### config.mk
export PLATFORM = sky130hd
export DESIGN_NAME = adc_spi_seq
export DESIGN_NICKNAME = d
export VERILOG_FILES = /design/src/rtl/adc_spi_seq.sv
export SDC_FILE = /design/constraint.sdc
export NUM_CORES = 1
export LEC_CHECK = 0
export ABC_AREA = 1
export CAP_MARGIN = 0
export CORE_MARGIN = 4
export CORE_UTILIZATION = 62
export CTS_BUF_LIST = sky130_fd_sc_hd__clkbuf_16
export DETAILED_ROUTE_END_ITERATION = 6
export PLACE_DENSITY = 0.85
export SYNTH_ARGS = -nofsm -noshare
export SYNTH_HDL_FRONTEND = slang
export SYNTH_SLANG_ARGS = --single-unit
### constraint.sdc
create_clock -name clk -period 4.5 [get_ports clk]
set_input_delay 0.9 -clock clk [delete_from_list [all_inputs] [get_ports clk]]
set_output_delay 0.9 -clock clk [all_outputs]
set_load 0.05 [all_outputs]
### src/rtl/adc_spi_seq.sv
// adc_spi_seq: serial configuration sequencer for the two octal ADCs.
// After a start pulse it pulses the ADC hard reset, waits, writes the
// built-in init table to both ADCs and raises conf_end. Afterwards it
// accepts single-register host writes with a req/ack handshake.
//
// Ports:
//   clk, rstb (sync, active low)
//   start                          - pulse: run reset + init sequence
//   req, req_sel, req_addr, req_data, ack - host write handshake
//   busy                           - high whenever not IDLE
//   conf_end                       - init table complete (level)
//   resetb, csb1, csb2, sclk, sdata - ADC pins (shared sclk/sdata)
//
// Optional: define ADC_SPI_TRANSFER_EN to follow every host frame with a
// device-update frame 24'h00FF01 to the same chip selects.
module adc_spi_seq #(
  parameter int CLK_DIV  = 2,
  parameter int CS_GAP   = 4,
  parameter int RST_LEN  = 16,
  parameter int WAIT_LEN = 1024,
  parameter int INIT_LEN = 3,
  parameter logic [INIT_LEN*24-1:0] INIT_TABLE = {24'h000018, 24'h001404, 24'h00FF01}
) (
  input  logic        clk,
  input  logic        rstb,
  input  logic        start,
  input  logic        req,
  input  logic [1:0]  req_sel,
  input  logic [12:0] req_addr,
  input  logic [7:0]  req_data,
  output logic        ack,
  output logic        busy,
  output logic        conf_end,
  output logic        resetb,
  output logic        csb1,
  output logic        csb2,
  output logic        sclk,
  output logic        sdata
);

  localparam logic [2:0] S_IDLE     = 3'd0;
  localparam logic [2:0] S_RST      = 3'd1;
  localparam logic [2:0] S_RST_WAIT = 3'd2;
  localparam logic [2:0] S_LOAD     = 3'd3;
  localparam logic [2:0] S_SHIFT    = 3'd4;
  localparam logic [2:0] S_GAP      = 3'd5;

  localparam int CMAX0 = (RST_LEN > WAIT_LEN) ? RST_LEN : WAIT_LEN;
  localparam int CMAX  = (CMAX0 > CS_GAP) ? CMAX0 : CS_GAP;
  localparam int CW    = $clog2(CMAX + 1);
  localparam int PW    = $clog2(2*CLK_DIV + 1);

  localparam logic [CW-1:0] RST_LAST  = CW'(RST_LEN - 1);
  localparam logic [CW-1:0] WAIT_LAST = CW'(WAIT_LEN - 1);
  localparam logic [CW-1:0] GAP_LAST  = CW'(CS_GAP - 1);
  localparam logic [PW-1:0] PH_RISE   = PW'(CLK_DIV - 1);
  localparam logic [PW-1:0] PH_LAST   = PW'(2*CLK_DIV - 1);
  localparam logic [2:0]    IDX_LAST  = 3'(INIT_LEN - 1);

  logic [2:0]    state;
  logic [CW-1:0] cnt;
  logic [PW-1:0] ph;
  logic [4:0]    bc;
  logic [2:0]    idx;
  logic [23:0]   shreg;
  logic [1:0]    sel_r;
  logic          host;
`ifdef ADC_SPI_TRANSFER_EN
  logic          xfer;   // device-update frame already sent for this host write
`endif

  // Entry 0 sits in the top bits; shift entry i up to the top and take it.
  function automatic logic [23:0] tbl_entry(input logic [2:0] i);
    logic [INIT_LEN*24-1:0] t;
    t = INIT_TABLE << (24*int'(i));
    return t[INIT_LEN*24-1 -: 24];
  endfunction

  assign busy  = (state != S_IDLE);
  assign sdata = shreg[23];

  always_ff @(posedge clk) begin
    if (!rstb) begin
      state    <= S_IDLE;
      cnt      <= '0;
      ph       <= '0;
      bc       <= '0;
      idx      <= '0;
      shreg    <= '0;
      sel_r    <= '0;
      host     <= 1'b0;
      ack      <= 1'b0;
      conf_end <= 1'b0;
      resetb   <= 1'b1;
      csb1     <= 1'b1;
      csb2     <= 1'b1;
      sclk     <= 1'b0;
`ifdef ADC_SPI_TRANSFER_EN
      xfer     <= 1'b0;
`endif
    end else begin
      ack <= 1'b0;
      case (state)
        S_IDLE: begin
          if (start) begin
            state    <= S_RST;
            conf_end <= 1'b0;
            resetb   <= 1'b0;
            cnt      <= '0;
          end else if (req && conf_end && !ack) begin
            // !ack: req is still high in the ack cycle, don't accept it twice
            ack   <= 1'b1;
            sel_r <= req_sel;
            host  <= 1'b1;
`ifdef ADC_SPI_TRANSFER_EN
            xfer  <= 1'b0;
`endif
            if (req_sel != 2'b00) begin
              state        <= S_LOAD;
              shreg        <= {3'b000, req_addr, req_data};
              {csb2, csb1} <= ~req_sel;
            end
          end
        end
        S_RST: begin
          if (cnt == RST_LAST) begin
            state  <= S_RST_WAIT;
            resetb <= 1'b1;
            cnt    <= '0;
          end else cnt <= cnt + 1'b1;
        end
        S_RST_WAIT: begin
          if (cnt == WAIT_LAST) begin
            state        <= S_LOAD;
            idx          <= '0;
            host         <= 1'b0;
            sel_r        <= 2'b11;
            shreg        <= tbl_entry(3'd0);
            {csb2, csb1} <= 2'b00;
          end else cnt <= cnt + 1'b1;
        end
        S_LOAD: begin
          // csb already low and bit23 on sdata; this cycle is the setup slot
          state <= S_SHIFT;
          ph    <= '0;
          bc    <= '0;
        end
        S_SHIFT: begin
          ph <= ph + 1'b1;
          if (ph == PH_RISE) sclk <= 1'b1;
          if (ph == PH_LAST) begin
            sclk <= 1'b0;
            ph   <= '0;
            if (bc == 5'd23) begin
              state        <= S_GAP;
              cnt          <= '0;
              shreg        <= '0;
              {csb2, csb1} <= 2'b11;
            end else begin
              bc    <= bc + 1'b1;
              shreg <= {shreg[22:0], 1'b0};
            end
          end
        end
        S_GAP: begin
          if (cnt == GAP_LAST) begin
            if (!host) begin
              if (idx == IDX_LAST) begin
                conf_end <= 1'b1;
                state    <= S_IDLE;
              end else begin
                idx          <= idx + 1'b1;
                shreg        <= tbl_entry(idx + 3'd1);
                {csb2, csb1} <= ~sel_r;
                state        <= S_LOAD;
              end
            end else begin
`ifdef ADC_SPI_TRANSFER_EN
              if (!xfer) begin
                xfer         <= 1'b1;
                shreg        <= 24'h00FF01;
                {csb2, csb1} <= ~sel_r;
                state        <= S_LOAD;
              end else state <= S_IDLE;
`else
              state <= S_IDLE;
`endif
            end
          end else cnt <= cnt + 1'b1;
        end
        default: state <= S_IDLE;
      endcase
    end
  end

endmodule
==> impl_metrics.csv, run 1 <==
group,metric,value,unit
status,status,"finished clean",
critical_path,crit_arrival,3.12,ns
critical_path,crit_path_end_kind,"register",
grt,grt_max_degree,40,
yosys,syn-num-nets,649,
hold_path,hp-class,"register to register",
yosys,post-synth-top-count-cell,"nand2_1",
critical_path,rr_endpoint,"shreg[22]",
sta,worst_pin_slew,1.11,ns
floorplan,rows,27,
sta,fin_crit,2.90,ns
hold_path,min_from,"sel_r[1]",
yosys,yosysWarnings,0,
cells_and_area,num_antenna_cells,0,
critical_path,critPathMaxFanout,20,
clocking,numCtsBuffers,9,
clocking,cts_buffer_depth,2,
yosys,ys_top_cells_by_count,"nand2_1 (187), nor2_1 (96), inv_1 (76)",
yosys,synth_top_cell_area_share,31.2,%
critical_path,r2r-start,"idx[0]",
route,drtPass1Iterations,6,
yosys,synth_enable_flop_cells,0,
sta,fmax,345,MHz
yosys,synth_compound_area_share,10.6,%
cells_and_area,num-nets-final,682,
yosys,synth-seq-area-share,31.2,%
power,power_frac_comb,55.0,%
route,vias_per_cell,5.43,
route,drc,0,
power,p_int,1.65,mW
clocking,htreeDepth,3,
power,power_density,737,nW/µm²
grt,gr-total-overflow,0,
cells_and_area,drive_above_1_share,6.19,%
yosys,synth_mux_area_share,0,%
clocking,clock_latency,0.33,ns
yosys,ys_types,35,
grt,grt_pass1_vias,3630,
clocking,post_cts_buffers,0,
critical_path,cp.required,4.72,ns
clocking,cts_resized,0,
power,sw_frac_of_total,48.7,%
hold_path,holdPathStages,2,
power,p_switching,1.57,mW
critical_path,start_kind,"input port",
yosys,synth-xor-area-share,0.940,%
grt,antenna_found_initial,0,
placement,hpwl,6.71,mm
clocking,ctsHoldBuffers,0,
yosys,netlist_instances,608,
power,p_seq_share,24.7,%
route,vias,3900,
cells_and_area,syn_to_final_growth,17.3,%
floorplan,initial_core_util,65.7,%
cells_and_area,n_fill_cell,460,
yosys,synthFlopType,"dfxtp_1",
sta,period_share,64.4,%
yosys,synth_top_family_by_area,"simple AND/OR/NAND/NOR gates",
clocking,root_buffer,"clkbuf_16",
sta,finClkSkew,0.00677,ns
yosys,netlist_area,3730,µm²
grt,grt_usage,26.9,%
sta,maxSlewHeadroom,25.7,%
yosys,synth_simple_gate_area_share,42.5,%
sta,rsz0062_at_grt,"false",
placement,place_congestion,0.969,
job,drv_cap,0,
yosys,synth_seq_cells,58,
sta,timing.final.ws_setup,1.60,ns
grt,grt_pass1_wl,16.0,mm
critical_path,r2r.worst_path.cells,16,
critical_path,critPathKind,"input port to register",
clocking,tritoncts,"yes",
sta,drv_slew,0,
sta,fin_tns_setup,0,ns
floorplan,io_pins,35,
power,p_leak,2.04,nW
yosys,avgSynthCellArea,6.13,µm²
placement,portBuffers,34,
yosys,synth_top_area_cell,"dfxtp_1",
yosys,synthAdderAreaFrac,4.70,%
route,finalWirelength,9.51,mm
yosys,synth.area.top_cells,"dfxtp_1 (31%), nand2_1 (19%), nor2_1 (9.7%)",
floorplan,die_x,85.5,µm
floorplan,coreArea,5680,µm²
route,wire_per_inst,13.2,µm
power,clkPwrFrac,20.3,%
power,ir_worst_vdd,0.000389,V
route,drt_iter0_markers,375,
floorplan,die_area,7310,µm²
clocking,clkTransAtPathRegs,0.05,ns
hold_path,worstHoldEndpoint,"sel_r[1]",
sta,hold_viol,0,
clocking,cts.sinks,58,
yosys,async_flop_share,0,%
floorplan,die_h,85.5,µm
critical_path,rrSetupSlack,1.62,ns
sta,setup_violations,0,
placement,dpl_worst_slack,1.33,ns
route,ant_nets,0,
[worst max path at each step]
| stage | from | to | slack (ns) |
|---|---|---|---|
| 2_1_floorplan | idx[0] | shreg[3] | 2.28 |
| 4_1_cts | req | shreg[17] | 1.66 |
| 3_5_place_dp | req | shreg[17] | 1.33 |
| 6_report | req | shreg[17] | 1.60 |
| 5_1_grt | idx[0] | shreg[23] | 1.31 |
| 3_3_place_gp | req | shreg[17] | 1.43 |
[area by class of cell]
class | count | area [µm²] | share of cell area, %
repair buffers | 35 | 348 | 7.96
inverters | 80 | 300 | 6.87
well taps | 72 | 90.1 | 2.06
clock inverters | 7 | 53.8 | 1.23
flip-flops and latches | 58 | 1160 | 26.6
clock buffers | 9 | 225 | 5.15
multi-input cells | 457 | 2190 | 50.1
[sequential cells by signal, summed over array words and instances (netlist names), 2 cells and up]
name and flops:
shreg 24, cnt 11, bc 5, idx 3
ph 3, state 3, sel_r 2
[worst max-delay path: stages]
cell and delay (ns):
clkdlybuf4s50_1 0.46, nand2_1 0.05, nor2_1 0.08, inv_1 0.07, o21ai_0 0.19, nand3_1 0.21, nor3_2 0.88, nand2_1 0.12
nand2_1 0.11, nor2_1 0.04
[routing by layer]
metal	vias to the layer above	routed length, µm	share of wire, %	global-route usage, %
met5	-	0	0	0
met1	1734	4250	45	34.7
met4	0	225	2.4	9.64
met3	27	670	7.0	7.20
met2	153	4360	46	43.4
li1	1986	-	-	-
[per-stage QoR]
step | area, µm² | utilization, % | cells | total power [mW] | hold slack [ns]
6_report | 4370 | 77.0 | 718 | 3.22 | 0.452
5_1_grt | 4370 | 77.0 | 718 | 3.50 | 0.471
3_3_place_gp | 4090 | 72.1 | 702 | 2.47 | 0.435
4_1_cts | 4370 | 77.0 | 718 | 3.19 | 0.454
2_1_floorplan | 3730 | - | 608 | 2.17 | 0.424
3_5_place_dp | 4090 | 72.1 | 702 | 2.52 | 0.446
[kinds of logic (layout without fill, tap and decap cells)]
family | count (synthesis) | in the layout
fa+ha+maj | 14 | 14
simple gates | 369 | 369
flops | 58 | 58
buf+inv | 93 | 131
xor+xnor | 4 | 4
compound gates | 70 | 70
[cell usage in the layout (no fill, tap or decap), drive strengths merged, types with 5 or more instances in the layout]
cell type      Yosys  routed
nor2             104     104
o211ai             9       9
nand4             12      12
clkdlybuf4s50      0      34
nor3               7       7
inv               78      81
clkinv             2       5
nand2            190     190
nand3             44      44
clkbuf             4       9
a21oi             28      28
dfxtp             58      58
o21ai             26      26
ha                14      14
or2                9       9
[power by group through the flow]
| stage | logic, mW | registers, mW | clock network, mW |
|---|---|---|---|
| 2_1_floorplan | 1.32 | 0.853 | 0 |
| 3_3_place_gp | 1.67 | 0.796 | 0 |
| 3_5_place_dp | 1.72 | 0.801 | 0 |
| 4_1_cts | 1.74 | 0.792 | 0.655 |
| 5_1_grt | 2.00 | 0.815 | 0.686 |
| 6_report | 1.77 | 0.794 | 0.654 |
No activity file was read; power rests on OpenSTA's default activity.
==> run 2: changes to the inputs <==
Settings changed: CORE_UTILIZATION 62 to 58, PLACE_DENSITY 0.85 to 0.81.
Clock period 4.5 ns to 2.85 ns, I/O delays scaled along.
==> run 2 against run 1 <==
  * Non-clock buffer count rose by 5
  * Die area rose by 6.2%
  * Largest cell class unchanged
  * Via count rose by 0.69%
  * Sequential power rose by 57%
  * Sequential share of layout area fell by 0.25 points
  * Critical endpoint is now busy
  * Final cell count rose by 0.97%
  * Wire length rose by 1.1%
  * First-iteration DRC count fell by 0.53%
  * Critical path depth fell by 7
==> impl_metrics.csv, run 2 (synthesized netlist as in run 1, its figures left out) <==
group,metric,value,unit
critical_path,critPathMaxStageDelay,0.83,ns
power,finalPower,5.11,mW
grt,grt_max_degree,39,
grt,antenna_found_initial,0,
grt,grt_usage,26.3,%
cells_and_area,syn_to_final_growth,18.4,%
cells_and_area,num_antenna_cells,0,
route,ant_nets,0,
sta,maxSlewHeadroom,66.4,%
floorplan,die_h,88.2,µm
job,drv_cap,0,
power,p_leak,2.06,nW
floorplan,rows,28,
hold_path,min_from,"sel_r[1]",
floorplan,coreArea,6060,µm²
clocking,clock_latency,0.33,ns
placement,hpwl,6.93,mm
route,vias_per_cell,5.42,
route,drtPass1Iterations,5,
clocking,ctsHoldBuffers,0,
placement,portBuffers,34,
clocking,cts_buffer_depth,2,
critical_path,r2r.worst_path.cells,15,
sta,worst_pin_slew,0.502,ns
sta,finClkSkew,0.00571,ns
route,finalWirelength,9.62,mm
route,wire_per_inst,13.3,µm
critical_path,crit_arrival,1.89,ns
critical_path,cp.required,2.28,ns
hold_path,holdPathStages,2,
critical_path,path_cells,"nor2_2 > nand2_1 > clkdlybuf4s50_1",
power,p_seq_share,24.5,%
cells_and_area,layout_common_cells,"nand2_1 (186), nor2_1 (96), inv_1 (78)",
critical_path,critPathKind,"register to primary output",
sta,fin_tns_setup,0,ns
power,p_int,2.65,mW
sta,setup_violations,0,
floorplan,io_pins,35,
floorplan,die_x,88.2,µm
power,sw_frac_of_total,48.2,%
clocking,cts.sinks,58,
cells_and_area,biggestRegsByFlops,"shreg (24), cnt (11), bc (5)",
clocking,root_buffer,"clkbuf_16",
sta,fin_crit,2.46,ns
floorplan,initial_core_util,61.5,%
cells_and_area,mostFrequentLayoutCell,"nand2_1",
status,status,"finished clean",
power,power_density,1160,nW/µm²
floorplan,die_area,7770,µm²
critical_path,start_kind,"register",
route,vias,3927,
clocking,tritoncts,"yes",
power,p_switching,2.47,mW
cells_and_area,largest_register_ffs,24,
clocking,htreeDepth,3,
grt,grt_pass1_vias,3716,
power,power_frac_comb,55.6,%
power,ir_worst_vdd,0.000614,V
cells_and_area,largest-register,"shreg",
grt,gr-total-overflow,0,
hold_path,hp-class,"register to register",
critical_path,r2r-start,"idx[1]",
sta,rsz0062_at_grt,"false",
grt,grt_pass1_wl,16.3,mm
clocking,clkTransAtPathRegs,0.05,ns
placement,place_congestion,0.958,
cells_and_area,num-nets-final,687,
power,clkPwrFrac,19.9,%
sta,period_share,86.2,%
cells_and_area,drive_above_1_share,7.23,%
critical_path,critPathMaxFanout,6,
clocking,numCtsBuffers,9,
sta,fmax,407,MHz
sta,drv_slew,0,
critical_path,crit_path_end_kind,"primary output",
critical_path,cp_slowest_cell,"clkdlybuf4s50_1",
route,drc,0,
route,drt_iter0_markers,373,
sta,hold_viol,0,
critical_path,startpoint,"state[2]",
run 2: cell types whose count changed in the layout (fill, tap and decap cells not counted), sizes merged:
cell | previous run | this run
buf | 1 | 6
inv | 81 | 80
run 2: critical path, delay by kind of cell, from the launching register on:
family / cells / cell delay (ns)
buffers and inverters: 1 / 0.83
and+or+nand+nor: 2 / 0.23
DFF: 1 / 0.50
run 2: area by class of cell:
class,instances,area [µm²]
Inverter,80,300
Fill cell,515,1650
Clock buffer,9,225
Tap cell,75,93.8
Sequential cell,58,1160
Timing Repair Buffer,40,385
Clock inverter,6,51.3
Multi-Input combinational cell,457,2190
run 2: power groups by stage:
stage                     Clock (mW)  Combinational [mW]  Sequential [mW]
after global placement             0                2.73             1.25
final                           1.02                2.84             1.25
after CTS                       1.02                2.81             1.25
after detailed placement           0                2.78             1.26
after floorplan                    0                2.08             1.35
after global routing            1.06                3.24             1.28
run 2: layer usage:
metal | global-route usage, % | wire (µm) | part of all wire (%) | vias up
met1 | 34.4 | 4400 | 46 | 1796
li1 | - | - | - | 2003
met5 | 0 | 0 | 0 | -
met4 | 9.48 | 181 | 1.9 | 0
met3 | 3.67 | 517 | 5.4 | 20
met2 | 44.4 | 4520 | 47 | 108
run 2: worst paths after layout:
| path | endpoint | slack, ns |
|---|---|---|
| max reg2reg | shreg[11] | 0.42 |
| min | sel_r[1] | 0.45 |
| min reg2reg | sel_r[1] | 0.45 |
| max | busy | 0.39 |
run 2: per-stage QoR:
step / std cells / setup slack, ns / hold slack, ns / instance area (µm²) / utilization, %
after CTS: 725 / 0.327 / 0.448 / 4410 / 72.7
after detailed placement: 710 / 0.320 / 0.442 / 4130 / 68.2
final: 725 / 0.394 / 0.453 / 4410 / 72.8
after global placement: 710 / 0.472 / 0.436 / 4130 / 68.2
after global routing: 725 / 0.154 / 0.464 / 4410 / 72.8
after floorplan: 608 / 0.634 / 0.424 / 3730 / -
run 2: timing repair:
action | CTS | global route
endpoints found under the setup margin | 0 | 1
gates resized for setup | 0 | 1
buffers inserted | 0 | 0
